--- src/rtl/led_tatdan_pkg.sv ---
// Shared phase codes and sizing helper for the led_tatdan LED bar sequencer.
package led_tatdan_pkg;

   localparam int PHASE_W = 3;

   // Codes 5..7 are unused and fall back to IDLE.
   typedef enum logic [PHASE_W-1:0] {
      PH_IDLE       = 3'd0,
      PH_FILL       = 3'd1,
      PH_FULL_HOLD  = 3'd2,
      PH_DRAIN      = 3'd3,
      PH_EMPTY_HOLD = 3'd4
   } phase_e;

   // Hold counter width: max(1, clog2(hold+1)).
   function automatic int cnt_w(input int hold);
      int w;
      w = $clog2(hold + 1);
      return (w < 1) ? 1 : w;
   endfunction

endpackage

--- src/rtl/led_tatdan_xung.sv ---
// xung_edge: synchronizes the slow clk_hz square wave into clki and emits
// one tick per rising edge, only after a genuine low has been observed.
module xung_edge #(
   parameter int SYNC_STAGES = 2
) (
   input  logic clki,
   input  logic rst,
   input  logic clk_hz,
   output logic tick
);

   logic [SYNC_STAGES-1:0] sync_q;
   // Marks which sync stages hold real samples rather than reset zeros, so a
   // clk_hz held high across reset release cannot arm the detector.
   logic [SYNC_STAGES-1:0] vld_pipe;
   logic                   prev_q;
   logic                   armed_q;
   logic                   s;

   assign s = sync_q[SYNC_STAGES-1];

   // Synchronizer chain, one-cycle delay of its output and arming flag.
   always_ff @(posedge clki) begin
      if (rst) begin
         sync_q   <= '0;
         vld_pipe <= '0;
         prev_q   <= 1'b0;
         armed_q  <= 1'b0;
      end else begin
         sync_q   <= {sync_q[SYNC_STAGES-2:0], clk_hz};
         vld_pipe <= {vld_pipe[SYNC_STAGES-2:0], 1'b1};
         prev_q   <= s;
         if (vld_pipe[SYNC_STAGES-1] && !s)
            armed_q <= 1'b1;
      end
   end

   assign tick = s & ~prev_q & armed_q;

endmodule

--- src/rtl/led_tatdan.sv ---
// led_tatdan: LED bar fill / hold / fade-out ("tat dan") / hold sequencer,
// advanced one step per clk_hz rising edge, fully clocked on clki.
module led_tatdan
   import led_tatdan_pkg::*;
#(
   parameter int N_LED       = 8,
   parameter int HOLD_TICKS  = 2,
   parameter int SYNC_STAGES = 2
) (
   input  logic               clki,
   input  logic               rst,
   input  logic               clk_hz,
   input  logic               en,
   input  logic               dir,
   output logic [N_LED-1:0]   led,
   output logic [PHASE_W-1:0] phase,
   output logic               tick_o
);

   localparam int              CW        = cnt_w(HOLD_TICKS);
   localparam logic [CW-1:0]   HOLD_LAST = CW'(HOLD_TICKS > 0 ? HOLD_TICKS - 1 : 0);
   localparam logic [N_LED-1:0] ALL_ON   = '1;

   phase_e           state_q, state_d;
   logic [N_LED-1:0] led_q, led_d;
   logic [CW-1:0]    cnt_q, cnt_d;
   logic             dir_q, dir_d;
   logic             tick;

   xung_edge #(.SYNC_STAGES(SYNC_STAGES)) u_edge (
      .clki   (clki),
      .rst    (rst),
      .clk_hz (clk_hz),
      .tick   (tick)
   );

   // Set the highest clear bit.
   function automatic logic [N_LED-1:0] set_top_clear(input logic [N_LED-1:0] v);
      logic [N_LED-1:0] r;
      logic             done;
      r    = v;
      done = 1'b0;
      for (int i = N_LED - 1; i >= 0; i--) begin
         if (!done && !v[i]) begin
            r[i] = 1'b1;
            done = 1'b1;
         end
      end
      return r;
   endfunction

   // Clear the highest set bit.
   function automatic logic [N_LED-1:0] clr_top_set(input logic [N_LED-1:0] v);
      logic [N_LED-1:0] r;
      logic             done;
      r    = v;
      done = 1'b0;
      for (int i = N_LED - 1; i >= 0; i--) begin
         if (!done && v[i]) begin
            r[i] = 1'b0;
            done = 1'b1;
         end
      end
      return r;
   endfunction

   logic [N_LED-1:0] fill_v, drain_v;
   assign fill_v  = dir_q ? set_top_clear(led_q) : (led_q | (led_q + 1'b1));
   assign drain_v = dir_q ? clr_top_set(led_q)   : (led_q & (led_q - 1'b1));

   // State, led, hold counter and latched direction registers.
   always_ff @(posedge clki) begin
      if (rst) begin
         state_q <= PH_IDLE;
         led_q   <= '0;
         cnt_q   <= '0;
         dir_q   <= 1'b0;
      end else begin
         state_q <= state_d;
         led_q   <= led_d;
         cnt_q   <= cnt_d;
         dir_q   <= dir_d;
      end
   end

   // Next-state logic: everything advances only on tick cycles.
   always_comb begin
      state_d = state_q;
      led_d   = led_q;
      cnt_d   = cnt_q;
      dir_d   = dir_q;
      case (state_q)
         PH_IDLE: begin
            if (tick && en) begin
               state_d = PH_FILL;
               dir_d   = dir;
            end
         end
         PH_FILL: begin
            if (tick) begin
               if (!en) begin
                  state_d = PH_DRAIN;
               end else begin
                  led_d = fill_v;
                  if (fill_v == ALL_ON) begin
                     cnt_d   = '0;
                     state_d = (HOLD_TICKS == 0) ? PH_DRAIN : PH_FULL_HOLD;
                  end
               end
            end
         end
         PH_FULL_HOLD: begin
            if (tick) begin
               if (!en || cnt_q == HOLD_LAST)
                  state_d = PH_DRAIN;
               else
                  cnt_d = cnt_q + 1'b1;
            end
         end
         PH_DRAIN: begin
            if (tick) begin
               led_d = drain_v;
               if (drain_v == '0) begin
                  cnt_d = '0;
                  if (HOLD_TICKS != 0) begin
                     state_d = PH_EMPTY_HOLD;
                  end else if (en) begin
                     state_d = PH_FILL;
                     dir_d   = dir;
                  end else begin
                     state_d = PH_IDLE;
                  end
               end
            end
         end
         PH_EMPTY_HOLD: begin
            if (tick) begin
               if (cnt_q == HOLD_LAST) begin
                  if (en) begin
                     state_d = PH_FILL;
                     dir_d   = dir;
                  end else begin
                     state_d = PH_IDLE;
                  end
               end else begin
                  cnt_d = cnt_q + 1'b1;
               end
            end
         end
         default: begin
            state_d = PH_IDLE;
            led_d   = '0;
            cnt_d   = '0;
         end
      endcase
   end

   // Outputs come straight from the registers and the edge detector.
   always_comb begin
      led    = led_q;
      phase  = state_q;
      tick_o = tick;
   end

endmodule

--- config.mk ---
export PLATFORM = sky130hd
export DESIGN_NAME = led_tatdan
export DESIGN_NICKNAME = d
export VERILOG_FILES = /design/src/rtl/led_tatdan_pkg.sv /design/src/rtl/led_tatdan_xung.sv /design/src/rtl/led_tatdan.sv
export SDC_FILE = /design/constraint.sdc
export NUM_CORES = 1
export LEC_CHECK = 0
export ABC_AREA = 1
export BUFFER_PORTS_ARGS = -buffer_cell sky130_fd_sc_hd__buf_2
export CORE_MARGIN = 8
export CORE_UTILIZATION = 55
export DETAILED_ROUTE_END_ITERATION = 10
export HOLD_SLACK_MARGIN = 0.12
export PLACE_DENSITY_LB_ADDON = 0.05
export SKIP_CTS_REPAIR_TIMING = 1
export SYNTH_ARGS = -nofsm -noshare
export SYNTH_HDL_FRONTEND = slang
export SYNTH_SLANG_ARGS = --single-unit
--- constraint.sdc ---
create_clock -name clki -period 1.8 [get_ports clki]
set_input_delay 0.27 -clock clki [delete_from_list [all_inputs] [get_ports clki]]
set_output_delay 0.27 -clock clki [all_outputs]
set_load 0.01 [all_outputs]
== After elaboration in Yosys (flattened, before gate mapping) ==
Index checks and enable logic that the tools add are counted.
Widths: inputs -> output; s select.

* Memories: 0
* Memory bits (read-only): 0
* Word-level logic and storage cells: 148
* Bits of input ports: 5
* RAM bits: 0
* Latch bits: 0
* Flip-flop bits (word level): 20

* Equality and inequality tests: 20
* Reduce and logical (&&, ||, !) cells: 47
* Shift operators: 0
* Divide/modulo/power cells: 0
* Multiply operators: 0
* Add/subtract/negate cells: 3
* Muxes and demuxes: 62
* Order comparisons: 0
* Bitwise logic cells: 7

{| class="wikitable"
|+ Operators by type and width
! kind !! number
|-
| $mux 8 || 5
|-
| $mux 1 || 34
|-
| $mux 3 || 10
|-
| $ne 2x2->1 const B || 13
|-
| $pmux 8 s3 || 1
|-
| $logic_not 1->1 || 22
|-
| $mux 2 || 9
|-
| $logic_and 1x1->1 || 16
|-
| $pmux 3 s5 || 1
|-
| $pmux 2 s5 || 1
|-
| $reduce_and 10->1 || 1
|-
| $reduce_and 9->1 || 1
|-
| $add 8x1->8 const B || 1
|-
| $and 8x8->8 || 1
|-
| $eq 8x8->1 const B || 1
|-
| $logic_not 8->1 || 1
|-
| $or 8x8->8 || 1
|-
| $sub 8x1->8 const B || 1
|-
| $eq 3x2->1 const B || 2
|-
| $reduce_and 5->1 || 1
|-
| $reduce_and 4->1 || 1
|-
| $eq 3x1->1 const B || 1
|-
| $eq 3x3->1 const B || 1
|-
| $logic_not 3->1 || 1
|-
| 9 further kinds || 12
|}

== Logic depth before layout (Yosys ltp) ==
* Word-level depth: 27
* Gate-level depth with buffers: 14
* Mapped depth without buffers: 14

== By module ==
Synthesis repeated with hierarchy kept, for this count alone.

* Cells, all modules: 239
* Area, all modules: 1,417.6 µm²

{| class="wikitable"
|+ Modules (own cells, without submodules)
! module !! cells an instance !! area each (µm²) !! times used !! sequential area each (µm²)
|-
| led_tatdan || 220 || 1,234.9 || 1 || 280.3
|-
| xung_edge || 19 || 182.7 || 1 || 120.1
|}

== Least setup slack after synthesis ==
No wires, ideal clock.

* Path type: reg2reg
* Start point: register led_q[2] (netlist: led[2])
* End point: register cnt_q[0]
* Arrival: 1.452 ns
* Cell stages (with the launch flop): 13
* Required time: 1.686 ns
* Setup time: 0.114 ns
* Buffers on the path: 1
* Slack: 0.234 ns
* Period minus slack after synthesis: 1.566 ns
* Cells stage by stage: dfxtp_1 -> buf_2 -> nand2_1 -> nor2_2 -> nand3_1 -> nand2_1 -> nand3_1 -> nor2_1 -> nand2_1 -> nand2_1 -> nand3_2 -> a21oi_1 -> nor2_1

* Longest elaborated chain between the ends: 13

{| class="wikitable"
|+ RTL lines
! element !! RTL line !! RTL
|-
| from (decl) || led_tatdan.sv:25 || <nowiki>logic [N_LED-1:0] led_q, led_d;</nowiki>
|-
| from (signal assigned) || led_tatdan.sv:80 || <nowiki>led_q <= led_d;</nowiki>
|-
| parallel branches: the longest is 12 deep, another holds $add 8x1->8 || n/a ||
|-
| $reduce_and 10->1 (no source line) (*) || n/a ||
|-
| to (signal assigned) || led_tatdan.sv:81 || <nowiki>cnt_q <= cnt_d;</nowiki>
|-
| to (decl) || led_tatdan.sv:26 || <nowiki>logic [CW-1:0] cnt_q, cnt_d;</nowiki>
|}

Every way passes the cells marked *.
A chain may end at the register's enable or synchronous reset.

== Final worst setup path ==
* Start point: register led_q[0] (netlist: led[0])
* End point: register cnt_q[0]

* Longest elaborated chain between the ends: 7

{| class="wikitable"
|+ RTL lines
! element
|-
| parallel branches: the longest is 6 deep, another holds $add 8x1->8
|-
| $reduce_and 10->1 (no source line) (*)
|}

Marks and branches as above.

==> flow_summary.toml <==
[worst_setup_path]
critPathLaunch = "led[0]$_SDFFE_PP0P_"
endpoint = "cnt_q[0]$_SDFFE_PP0P_"
path_max_fanout = 7
r2r_cells = 11
rrSetupSlack_ps = 140
path_class = "reg -> reg"
worstPathRequired_ps = 2010
rr_startpoint = "led[0]$_SDFFE_PP0P_"
cp-end-kind = "register"
r2r_end = "cnt_q[0]$_SDFFE_PP0P_"
worst-endpoint-arrival_ps = 1870
start_kind = "register"

[floorplanning]
die_w_um = 67.6
num_rows = 18
die_area_sq_mm = 0.00457
coreArea_sq_mm = 0.00250
die_h_um = 67.6
ios = 17
start_util_pct = 58.6

[clocking]
clockRootBuffer = "clkbuf_4"
worstSkewPairLatency_ps = 300
htreeDepth = 1
cts_tree = "built"
cts_made_buffers = 3
cts.path.max_buffers = 2
clkTransAtPathRegs_ps = 110
cts_sinks = 20

[synthesis]
synth_fa_ha_area_share_pct = 0.854
yosys_warnings = 0
synthXorXnorAreaFrac_pct = 0
post-synth-top-count-cell = "nand2_1"
ys_ff_latch = 20
ys.flop_type = "dfxtp_1"
synth-simple-area-share_pct = 45.0
synth_area_leaders = "dfxtp_1 (27%), nand2_1 (14%), nor2_1 (10%)"
synth_compound_area_share_pct = 13.7
syn_area_sq_mm = 0.00147
avgSynthCellArea_sq_um = 6.05
yosysTopAreaCellShare_pct = 27.3
yosys.area.top_type = "dfxtp_1"
synth_top_family_by_area = "simple AND/OR/NAND/NOR gates"
synth_cell_type_count = 29
async_reset_ff_share_pct = 0
synth_nets = 248
ys_seq_area_share_pct = 27.3
synth_edf_count = 0
synth_commonest_cells = "nand2_1 (56), nor2_1 (40), inv_1 (36)"
muxShareOfSynthArea_pct = 0
synthCells = 242

[final_layout]
drive_above_1_share_pct = 24.2
n_antenna_cell = 0
n_fill_cell = 242
finalNonFillerCells = 295
area_growth_pct = 14.9
final_nets = 273

[power_and_ir_drop]
power_mw = 2.08
p_int_mw = 1.08
p_seq_share_pct = 34.7
p_leak_nw = 0.880
power.switching_mw = 1.00
clkPwrFrac_pct = 10.6
ir_drop_v = 0.000970
comb_power_share_pct = 54.8
switching_share_pct = 48.3
power.density_mw_per_mm2 = 1240

[sta]
setup_viol = 0
final.setup.worst_slack_ps = 138
fmax_mhz = 602
hold_violations = 0
period_needed_ps = 1660
hold_slack_ps = 160
worstMarginPinSlew_ps = 396
relSlewSlack_pct = 73.6
post-route-period-util_pct = 92.3
maxSlewViolCount = 0
skew_ps = 1.91
setup_tns_ps = 0

[detailed_routing]
ant_nets = 0
routedWlPerCell_um = 12.8
drtIter0Drc = 143
routed_wl_um = 3790
vias_per_cell = 5.41
vias = 1596
route.detailed.drc = 0
dr.pass1.iters = 5

[placement]
dp_slack_ps = 58.9
gp_congestion = 0.915
io_buffer_count = 16
hpwlAfterDp_um = 2850
place_inst = 290

[global_route]
grt_pass1_wl_um = 6070
grt_max_degree = 13
overflow = 0
grt_pass1_vias = 1370
track_usage_pct = 16.7
antenna_found_initial = 0

[flow_run]
drv_cap = 0

[run_status]
status = "completed"

[worst_hold_path]
min_path_type = "in -> reg"
-- cell families after synthesis --
| kind of cell | count (synthesis) |
|---|---|
| compound gates | 34 |
| fa+ha+maj | 1 |
| simple gates | 142 |
| buf+inv | 45 |
| flops | 20 |
-- worst min-delay path by stage --
stage,start,to,slack (ps),depth (start not counted)
6_report,clk_hz,u_edge.sync_q[0]$_SDFF_PP0_,160,3
5_1_grt,clk_hz,u_edge.sync_q[0]$_SDFF_PP0_,150,3
4_1_cts,clk_hz,u_edge.sync_q[0]$_SDFF_PP0_,160,3
3_5_place_dp,u_edge.sync_q[0]$_SDFF_PP0_,u_edge.sync_q[1]$_SDFF_PP0_,400,2
3_3_place_gp,u_edge.sync_q[0]$_SDFF_PP0_,u_edge.sync_q[1]$_SDFF_PP0_,390,2
2_1_floorplan,clk_hz,u_edge.sync_q[0]$_SDFF_PP0_,380,2
-- critical path: stages, from the launching register on --
cell     delay (ps)
dfxtp_2         420
nand2_2         130
nor2_1          170
nand3_1          90
nand2_1          90
nand2_1          80
nor2_1          110
nand2_1          90
nand2_1          80
nand3_2         100
a21oi_1         140
nor2_1           50
-- per-layer routing --
layer  global-route usage (%)  share of wire [%]  wire length, um  vias up
li1                         -                  -                -      824
met1                     22.3                 46             1740      686
met2                     26.5                 44             1680       73
met3                     3.31                7.7              293       13
met4                     4.70                2.0               76        0
met5                        0                  0                0        -
-- cells in the final DEF, fill, tap and decap left out --
cell	instances
a31oi_1	1
nor2_4	5
inv_2	3
dfxtp_4	5
nand3b_1	2
o21ai_2	2
nor2_2	3
inv_1	36
ha_1	1
o2111ai_1	1
o21ai_0	12
nor3_4	1
nand3_1	23
nand3_2	2
nand4_1	4
nor3_2	2
o211ai_1	7
nand2_2	6
buf_4	10
nand2_1	55
dfxtp_1	10
a21oi_2	1
clkbuf_4	3
dfxtp_2	5
buf_2	16
nor3_1	2
a21oi_1	10
nor2_1	37
-- power groups by stage --
stage	registers (mW)	logic [mW]	clock network [mW]
floorplan	0.685	0.831	0
global placement	0.701	1.07	0
detailed placement	0.703	1.08	0
CTS	0.690	1.08	0.225
global route	0.744	1.27	0.236
finish	0.721	1.14	0.220
-- state kept, by name (all words and copies together), names as in the netlist --
signal and flops:
u_edge.sync_q 2, led 8, cnt_q 2, u_edge.vld_pipe 2, u_edge.armed_q 1, dir_q 1
phase 3, u_edge.prev_q 1
-- per-stage QoR --
stage | util, % | area (sq um)
after floorplan | - | 1470
after global routing | 67.3 | 1680
after detailed placement | 63.9 | 1600
final | 67.3 | 1680
after CTS | 64.8 | 1620
after global placement | 63.9 | 1600
-- area by class of cell --
class | count | area (sq um) | share of cell area [%]
clock buffer | 3 | 22.5 | 1.34
multi-input combinational | 177 | 896 | 53.2
inverter | 39 | 146 | 8.70
sequential | 20 | 425 | 25.3
timing repair buffer | 26 | 155 | 9.22
tap | 30 | 37.5 | 2.23
Power figures use the tool's default switching activity.
